### config.mk
export PLATFORM = sky130hd
export DESIGN_NAME = shared_ram_mcfifo
export DESIGN_NICKNAME = d
export VERILOG_FILES = /design/src/rtl/shared_ram_mcfifo.sv
export SDC_FILE = /design/constraint.sdc
export NUM_CORES = 1
export LEC_CHECK = 0
export BUFFER_PORTS_ARGS = -buffer_cell sky130_fd_sc_hd__buf_4
export CORE_ASPECT_RATIO = 1.5
export CORE_MARGIN = 2
export CORE_UTILIZATION = 60
export DETAILED_ROUTE_END_ITERATION = 12
export PLACE_DENSITY = 0.78
export SYNTH_ARGS = -nofsm -noshare
export SYNTH_HDL_FRONTEND = slang
export SYNTH_SLANG_ARGS = --single-unit
export TNS_END_PERCENT = 10
### constraint.sdc
create_clock -name Clk -period 5.9 [get_ports Clk]
set_clock_uncertainty 0.15 [all_clocks]
set_input_delay 0.59 -clock Clk [delete_from_list [all_inputs] [get_ports Clk]]
set_output_delay 0.59 -clock Clk [all_outputs]
set_load 0.05 [all_outputs]
### src/rtl/shared_ram_mcfifo.sv
// Multi-channel FIFO: all channels share one single-port RAM, served one
// request at a time by a fixed-priority or round-robin arbiter.
module shared_ram_mcfifo #(
    parameter int pChannels  = 2,
    parameter int pWidth     = 8,
    parameter int pDepthBits = 2,
    parameter int pRR        = 0
) (
    input  logic                                 Clk,
    input  logic                                 Rst_N,
    input  logic [pChannels-1:0]                 Ch_Rst,
    input  logic [pChannels-1:0]                 Wr,
    input  logic [pChannels-1:0]                 Rd,
    input  logic [pChannels*pWidth-1:0]          DI,
    output logic [pChannels*pWidth-1:0]          DO,
    output logic [pChannels-1:0]                 EF,
    output logic [pChannels-1:0]                 FF,
    output logic [pChannels*(pDepthBits+1)-1:0]  Cnt,
    output logic [pChannels-1:0]                 WrAck,
    output logic [pChannels-1:0]                 RdAck,
    output logic [pChannels-1:0]                 Err,
    output logic                                 Busy
);
    localparam int DEPTH = 2**pDepthBits;
    localparam int NSRC  = 2*pChannels;
    localparam int CW    = (pChannels > 1) ? $clog2(pChannels) : 1;
    localparam int SW    = $clog2(NSRC);
    localparam int AW    = CW + pDepthBits;
    localparam logic [pDepthBits:0] FULL_CNT = (pDepthBits+1)'(DEPTH);
    localparam logic [pDepthBits:0] ONE_CNT  = (pDepthBits+1)'(1);
    localparam logic [pDepthBits-1:0] ONE_PTR = pDepthBits'(1);

    typedef enum logic [3:0] {
        IDLE = 4'b0001,
        WR   = 4'b0010,
        RD   = 4'b0100,
        LD   = 4'b1000
    } state_t;

    state_t                 state, state_nxt;
    logic [pDepthBits-1:0]  wptr    [pChannels];
    logic [pDepthBits-1:0]  rptr    [pChannels];
    logic [pDepthBits:0]    cnt     [pChannels];
    logic [pWidth-1:0]      do_r    [pChannels];
    logic [pWidth-1:0]      wr_hold [pChannels];
    logic [pChannels-1:0]   wr_pnd, rd_pnd, err, wr_ack, rd_ack;
    logic [CW-1:0]          cur_ch;
    logic [SW-1:0]          rr_next;

    logic [pWidth-1:0]      mem [pChannels*DEPTH];
    logic [pWidth-1:0]      ram_q;
    logic [AW-1:0]          ram_addr;
    logic                   ram_we;

    logic [NSRC-1:0]        req;
    logic [SW-1:0]          rr_idx, gnt_src;
    logic [CW-1:0]          gnt_ch;
    logic                   gnt_vld, gnt_wr, gnt_drop;

    // Sources 0..N-1 are writes, N..2N-1 are reads; a channel being flushed never wins.
    always_comb begin
        req     = {rd_pnd & ~Ch_Rst, wr_pnd & ~Ch_Rst};
        gnt_vld = 1'b0;
        gnt_src = '0;
        rr_idx  = '0;
        if (pRR != 0) begin
            for (int k = 0; k < NSRC; k++) begin
                rr_idx = SW'((int'(rr_next) + k) % NSRC);
                if (!gnt_vld && req[rr_idx]) begin
                    gnt_vld = 1'b1;
                    gnt_src = rr_idx;
                end
            end
        end else begin
            for (int c = 0; c < pChannels; c++) begin
                if (!gnt_vld && req[c]) begin
                    gnt_vld = 1'b1;
                    gnt_src = SW'(c);
                end
            end
            for (int c = pChannels-1; c >= 0; c--) begin
                if (!gnt_vld && req[pChannels+c]) begin
                    gnt_vld = 1'b1;
                    gnt_src = SW'(pChannels + c);
                end
            end
        end
        gnt_wr   = int'(gnt_src) < pChannels;
        gnt_ch   = gnt_wr ? CW'(gnt_src) : CW'(int'(gnt_src) - pChannels);
        gnt_drop = gnt_wr ? (cnt[gnt_ch] == FULL_CNT) : (cnt[gnt_ch] == '0);
    end

    always_ff @(posedge Clk) begin
        if (!Rst_N) state <= IDLE;
        else        state <= state_nxt;
    end

    always_comb begin
        state_nxt = state;
        case (state)
            IDLE: if (gnt_vld && !gnt_drop) state_nxt = gnt_wr ? WR : RD;
            WR:   state_nxt = IDLE;
            RD:   state_nxt = (!Ch_Rst[cur_ch] && cnt[cur_ch] > ONE_CNT) ? LD : IDLE;
            LD:   state_nxt = IDLE;
            default: state_nxt = IDLE;
        endcase
    end

    // Single RAM port: write slot in WR, prefetch of the next head in RD.
    always_comb begin
        ram_we   = (state == WR) && !Ch_Rst[cur_ch];
        ram_addr = (state == WR) ? {cur_ch, wptr[cur_ch]}
                                 : {cur_ch, rptr[cur_ch] + ONE_PTR};
    end

    always_ff @(posedge Clk) begin
        if (ram_we) mem[ram_addr] <= wr_hold[cur_ch];
        ram_q <= mem[ram_addr];
    end

    always_ff @(posedge Clk) begin
        if (!Rst_N) begin
            for (int c = 0; c < pChannels; c++) begin
                wptr[c] <= '0;
                rptr[c] <= '0;
                cnt[c]  <= '0;
                do_r[c] <= '0;
            end
            wr_pnd  <= '0;
            rd_pnd  <= '0;
            err     <= '0;
            wr_ack  <= '0;
            rd_ack  <= '0;
            cur_ch  <= '0;
            rr_next <= '0;
        end else begin
            wr_ack <= '0;
            rd_ack <= '0;
            for (int c = 0; c < pChannels; c++) begin
                if (Wr[c]) begin
                    if (wr_pnd[c]) err[c] <= 1'b1;
                    else begin
                        wr_pnd[c]  <= 1'b1;
                        wr_hold[c] <= DI[c*pWidth +: pWidth];
                    end
                end
                if (Rd[c]) begin
                    if (rd_pnd[c]) err[c] <= 1'b1;
                    else           rd_pnd[c] <= 1'b1;
                end
            end
            if (state == IDLE && gnt_vld) begin
                cur_ch  <= gnt_ch;
                rr_next <= (int'(gnt_src) == NSRC-1) ? '0 : gnt_src + SW'(1);
                if (gnt_drop) begin
                    if (gnt_wr) wr_pnd[gnt_ch] <= 1'b0;
                    else        rd_pnd[gnt_ch] <= 1'b0;
                end
            end
            if (!Ch_Rst[cur_ch]) begin
                case (state)
                    WR: begin
                        wptr[cur_ch]   <= wptr[cur_ch] + ONE_PTR;
                        cnt[cur_ch]    <= cnt[cur_ch] + ONE_CNT;
                        if (cnt[cur_ch] == '0) do_r[cur_ch] <= wr_hold[cur_ch];
                        wr_pnd[cur_ch] <= 1'b0;
                        wr_ack[cur_ch] <= 1'b1;
                    end
                    RD: begin
                        rptr[cur_ch]   <= rptr[cur_ch] + ONE_PTR;
                        cnt[cur_ch]    <= cnt[cur_ch] - ONE_CNT;
                        rd_pnd[cur_ch] <= 1'b0;
                        if (cnt[cur_ch] == ONE_CNT) rd_ack[cur_ch] <= 1'b1;
                    end
                    LD: begin
                        do_r[cur_ch]   <= ram_q;
                        rd_ack[cur_ch] <= 1'b1;
                    end
                    default: ;
                endcase
            end
            // Flush has the last word over anything latched or served this cycle.
            for (int c = 0; c < pChannels; c++) begin
                if (Ch_Rst[c]) begin
                    wptr[c]   <= '0;
                    rptr[c]   <= '0;
                    cnt[c]    <= '0;
                    do_r[c]   <= '0;
                    wr_pnd[c] <= 1'b0;
                    rd_pnd[c] <= 1'b0;
                    err[c]    <= 1'b0;
                end
            end
        end
    end

    always_comb begin
        for (int c = 0; c < pChannels; c++) begin
            DO[c*pWidth +: pWidth]                 = do_r[c];
            Cnt[c*(pDepthBits+1) +: pDepthBits+1]  = cnt[c];
            EF[c]                                  = (cnt[c] == '0);
            FF[c]                                  = (cnt[c] == FULL_CNT);
        end
    end

    assign WrAck = wr_ack;
    assign RdAck = rd_ack;
    assign Err   = err;
    assign Busy  = (state != IDLE);

endmodule
==> metrics.md <==
| Metric | Value |
|---|---|
| Status | completed |
| TritonCTS buffer count | 17 |
| Antenna violations before repair | 0 |
| Number of unique standard cell types used by synthesis | between 40 and 50 |
| First-pass iteration count of the detailed router | 5 |
| Global-route wire length before repair | roughly 18,000 um |
| Post-route DRC | 0 |
| Aggregate global-route resource usage | 0.253 |
| Time the worst path needs with I/O delays and setup | roughly 3500 ps |
| Leading cell types by total area after synthesis | edfxtp_1 60%, dfxtp_1 8.8%, nand2_1 6.4% |
| Combinational share of power | 0.068 |
| Max FO, Critical Path | 15 |
| P_int | about 1800 uW |
| Crit Path Category | reg -> reg |
| Mux contribution to synthesized area | 0.0541 |
| Post-cts resize count | 0 |
| Post-synthesis share of cell area spent on and, or, nand and nor gates | 0.148 |
| Class of the most critical hold timing path | in -> reg |
| Compound-cell area share of the yosys netlist | 0.0715 |
| Initial detailed-routing violation count | 330 |
| Setup Fix Bufs, Post-CTS | 0 |
| TritonCTS clock tree | built |
| Later-pin clock latency in the skew report | around 420 ps |
| Placed wire-length estimate | around 7700 um |
| Synthesized-area fraction occupied by xor and xnor cells | 0.00799 |
| Final setup violation count | 0 |
| Die X-Extent | 82.0 um |
| Power density cells | ~340 mW/mm^2 |
| Top achievable clock speed | 284 MHz |
| I/O pin count | 57 |
| Worst ir drop on vdd | ~0.27 mV |
| Maximum level of the CTS H-tree | 4 |
| Most common cell in the synthesized netlist | edfxtp_1 |
| Site row count | 42 |
| Inst Count DP | between 500 and 600 |
| Total number of vias | around 3,600 |
| Most frequently used flop master after synthesis | edfxtp_1 |
| Number of storage elements in the synthesis netlist | 134 |
| Instance count of the mapped netlist | roughly 440 |
| Leak pwr | between 0.002 and 0.003 uW |
| Aggregate routed wire length | 11,400 um |
| Area delta synth->final | 19.8% |
| Adder-Cell Fraction of Synth Area | 0.00914 |
| Share of total power consumed by net switching | 0.221 |
| Total congestion overflow | 0 |
| Total negative slack for setup checks | 0 ps |
| Critical path's slowest cell | dfxtp_1 |
| Switching power | approximately 500 uW |
| Largest net degree at the start of global routing | 33 |
| Clock tree root driver cell | clkbuf_16 |
| Max cap viols | 0 |
| Met3 global-route usage | 0.0699 |
| Hold-fix buffers at CTS | 0 |
| Leading area contributor after synthesis | edfxtp_1 |
| Final hold violation count | 0 |
| Effective utilization at floorplan | 0.620 |
| Wire per inst | roughly 18 um |
| Number of buffer and inverter instances along the worst setup path | 0 |
| Chain of cells forming the critical path | mux2i_1, ha_1, nand4b_1, a2111oi_0, nand2_1, nand2_1 |
| Via count of the first global-routing pass | around 3,600 |
| Core Area | 0.00883 mm^2 |
| Met2 global-route usage | 0.444 |
| Fraction of final layout cells with drive strength greater than 1 | 0.200 |
| Post-route fraction of the period consumed by the critical path | 0.597 |
| Total number of clock tree sinks | roughly 130 |
| Number of port buffers | 56 |
| Syn_nets | between 400 and 500 |
| Non-filler instance count after layout | 620 |
| Unrepaired setup endpoints after global routing | no |
| Flop pwr share | 0.471 |
| Yosys warns | 0 |
| Share of Yosys cell area claimed by the top area cell type | 0.603 |
| Largest stage delay, worst path | between 800 and 900 ps |
| Syn Std Cell Area | around 0.0055 mm^2 |
| Overall die area | 0.00993 mm^2 |
| Family with the most delay on the worst path | flip-flops |
| Mapped Avg Cell Area | roughly 13 um^2 |
| Clock Tree Buf Depth | 2 |
| Slew Limit Headroom | 0.323 |
| WP data required | around 5800 ps |
| Most used cell, CP | nand2_1 |
| Global placement routability congestion | between 0.8 and 0.9 |
| EDFF count, synth | 110 |
| Ys async rst share | 0 |
| Layer with the highest usage after global routing | met2 |
| List of most frequent post-synthesis cells | 110 x edfxtp_1, 93 x nand2_1, 49 x nor2_1 |
| Final ANT Viol Nets | 0 |
| Dominant combinational cell family by area after synthesis | simple AND/OR/NAND/NOR gates |
| Relative contribution of the clock network to total power | 0.462 |
| Actual slew at the worst max-slew pin | 994 ps |
| Detail-routed via count per cell | a little under 6 |
| Antenna diode count | 0 |
| Worst Setup Start Kind | flip-flop |
| Final #Nets | around 530 |
| Met1 track utilization from global routing | 0.288 |
| Category of the worst setup path capture point | flip-flop |
| Die H | approximately 120 um |
| Clock transition at the registers of the reported paths | ~50 ps |
| Sequential element share of the synthesized area | 0.691 |
| Number of max-slew violations in the final report | 0 |
| Arr. time, crit path | between 3000 and 4000 ps |
[layout make-up]
type	count	area, um^2
timing repair buffer	56	420
clock buffer	18	429
clock inverter	14	159
inverter	8	30.0
sequential	134	3780
multi-input combinational	280	1600
tap	110	138
fill	546	2270
[cell families after synthesis]
kind of cell,Yosys count
and+or+nand+nor,182
DFF,134
AOI/OAI and AO/OA,61
muxes,28
buffers and inverters,23
xor gates and xnor gates,5
adders and majority gates,4
[registers in the layout, indices dropped and copies added, names as in the netlist, named ones only]
register,flops
RdAck,2
wptr,4
cur_ch,1
wr_pnd,2
WrAck,2
cnt,6
wr_hold,16
rptr,4
Err,2
mem,64
ram_q,8
rd_pnd,2
do_r,16
state,4
[power by group through the flow]
stage	registers [uW]	clock network (uW)	logic, uW
after floorplan	1100	0	77.8
after global placement	1080	0	147
after detailed placement	1080	0	150
after CTS	1060	1040	152
after global routing	1060	1090	163
final	1060	1040	152
[cell usage in the layout (no fill, tap or decap), types with 3 or more instances in the layout]
cell          n
nor2_1       49
inv_1         8
nand2b_1      5
a211o_1       4
mux2i_1      17
clkinvlp_4    3
o211ai_1      5
bufinv_16     3
mux2_2        9
clkinv_2      5
nor2b_1       6
xnor2_1       3
nor3_1        4
buf_4        56
ha_1          4
a21oi_1      35
or4_1         9
nand2_1      93
nand3_1       5
clkbuf_16    17
dfxtp_1      24
edfxtp_1    110
[final timing paths]
check                     from                  endpoint  slack [ps]  cells past startpoint
max                  flip-flop  do_r[0][5]$_SDFFCE_PN0P_        2380                      6
min                      DI[9]   wr_hold[1][1]$_DFFE_PP_         200                      1
max reg2reg          flip-flop  do_r[0][5]$_SDFFCE_PN0P_        2380                      6
min reg2reg  Err[0]$_SDFF_PP0_         Err[0]$_SDFF_PP0_         350                      2
[metal layers]
| metal | vias up | wire length (um) |
|---|---|---|
| met1 | 1759 | 4290 |
| met3 | 22 | 622 |
| met4 | 0 | 230 |
| met5 | - | 0 |
| li1 | 1697 | - |
| met2 | 142 | 6300 |
[metrics by stage]
stage / power (uW) / util / hold slack, ps / setup WS (ps) / cell area, um^2
6_report: 2250 / 0.743 / 195 / 2380 / 6560
5_1_grt: 2310 / 0.743 / 188 / 1950 / 6560
4_1_cts: 2250 / 0.743 / 193 / 2360 / 6560
3_5_place_dp: 1230 / 0.677 / 339 / 2380 / 5970
3_3_place_gp: 1220 / 0.677 / 317 / 2510 / 5970
2_1_floorplan: 1180 / - / 385 / 2840 / 5480
(Power assumes the default switching activity.)
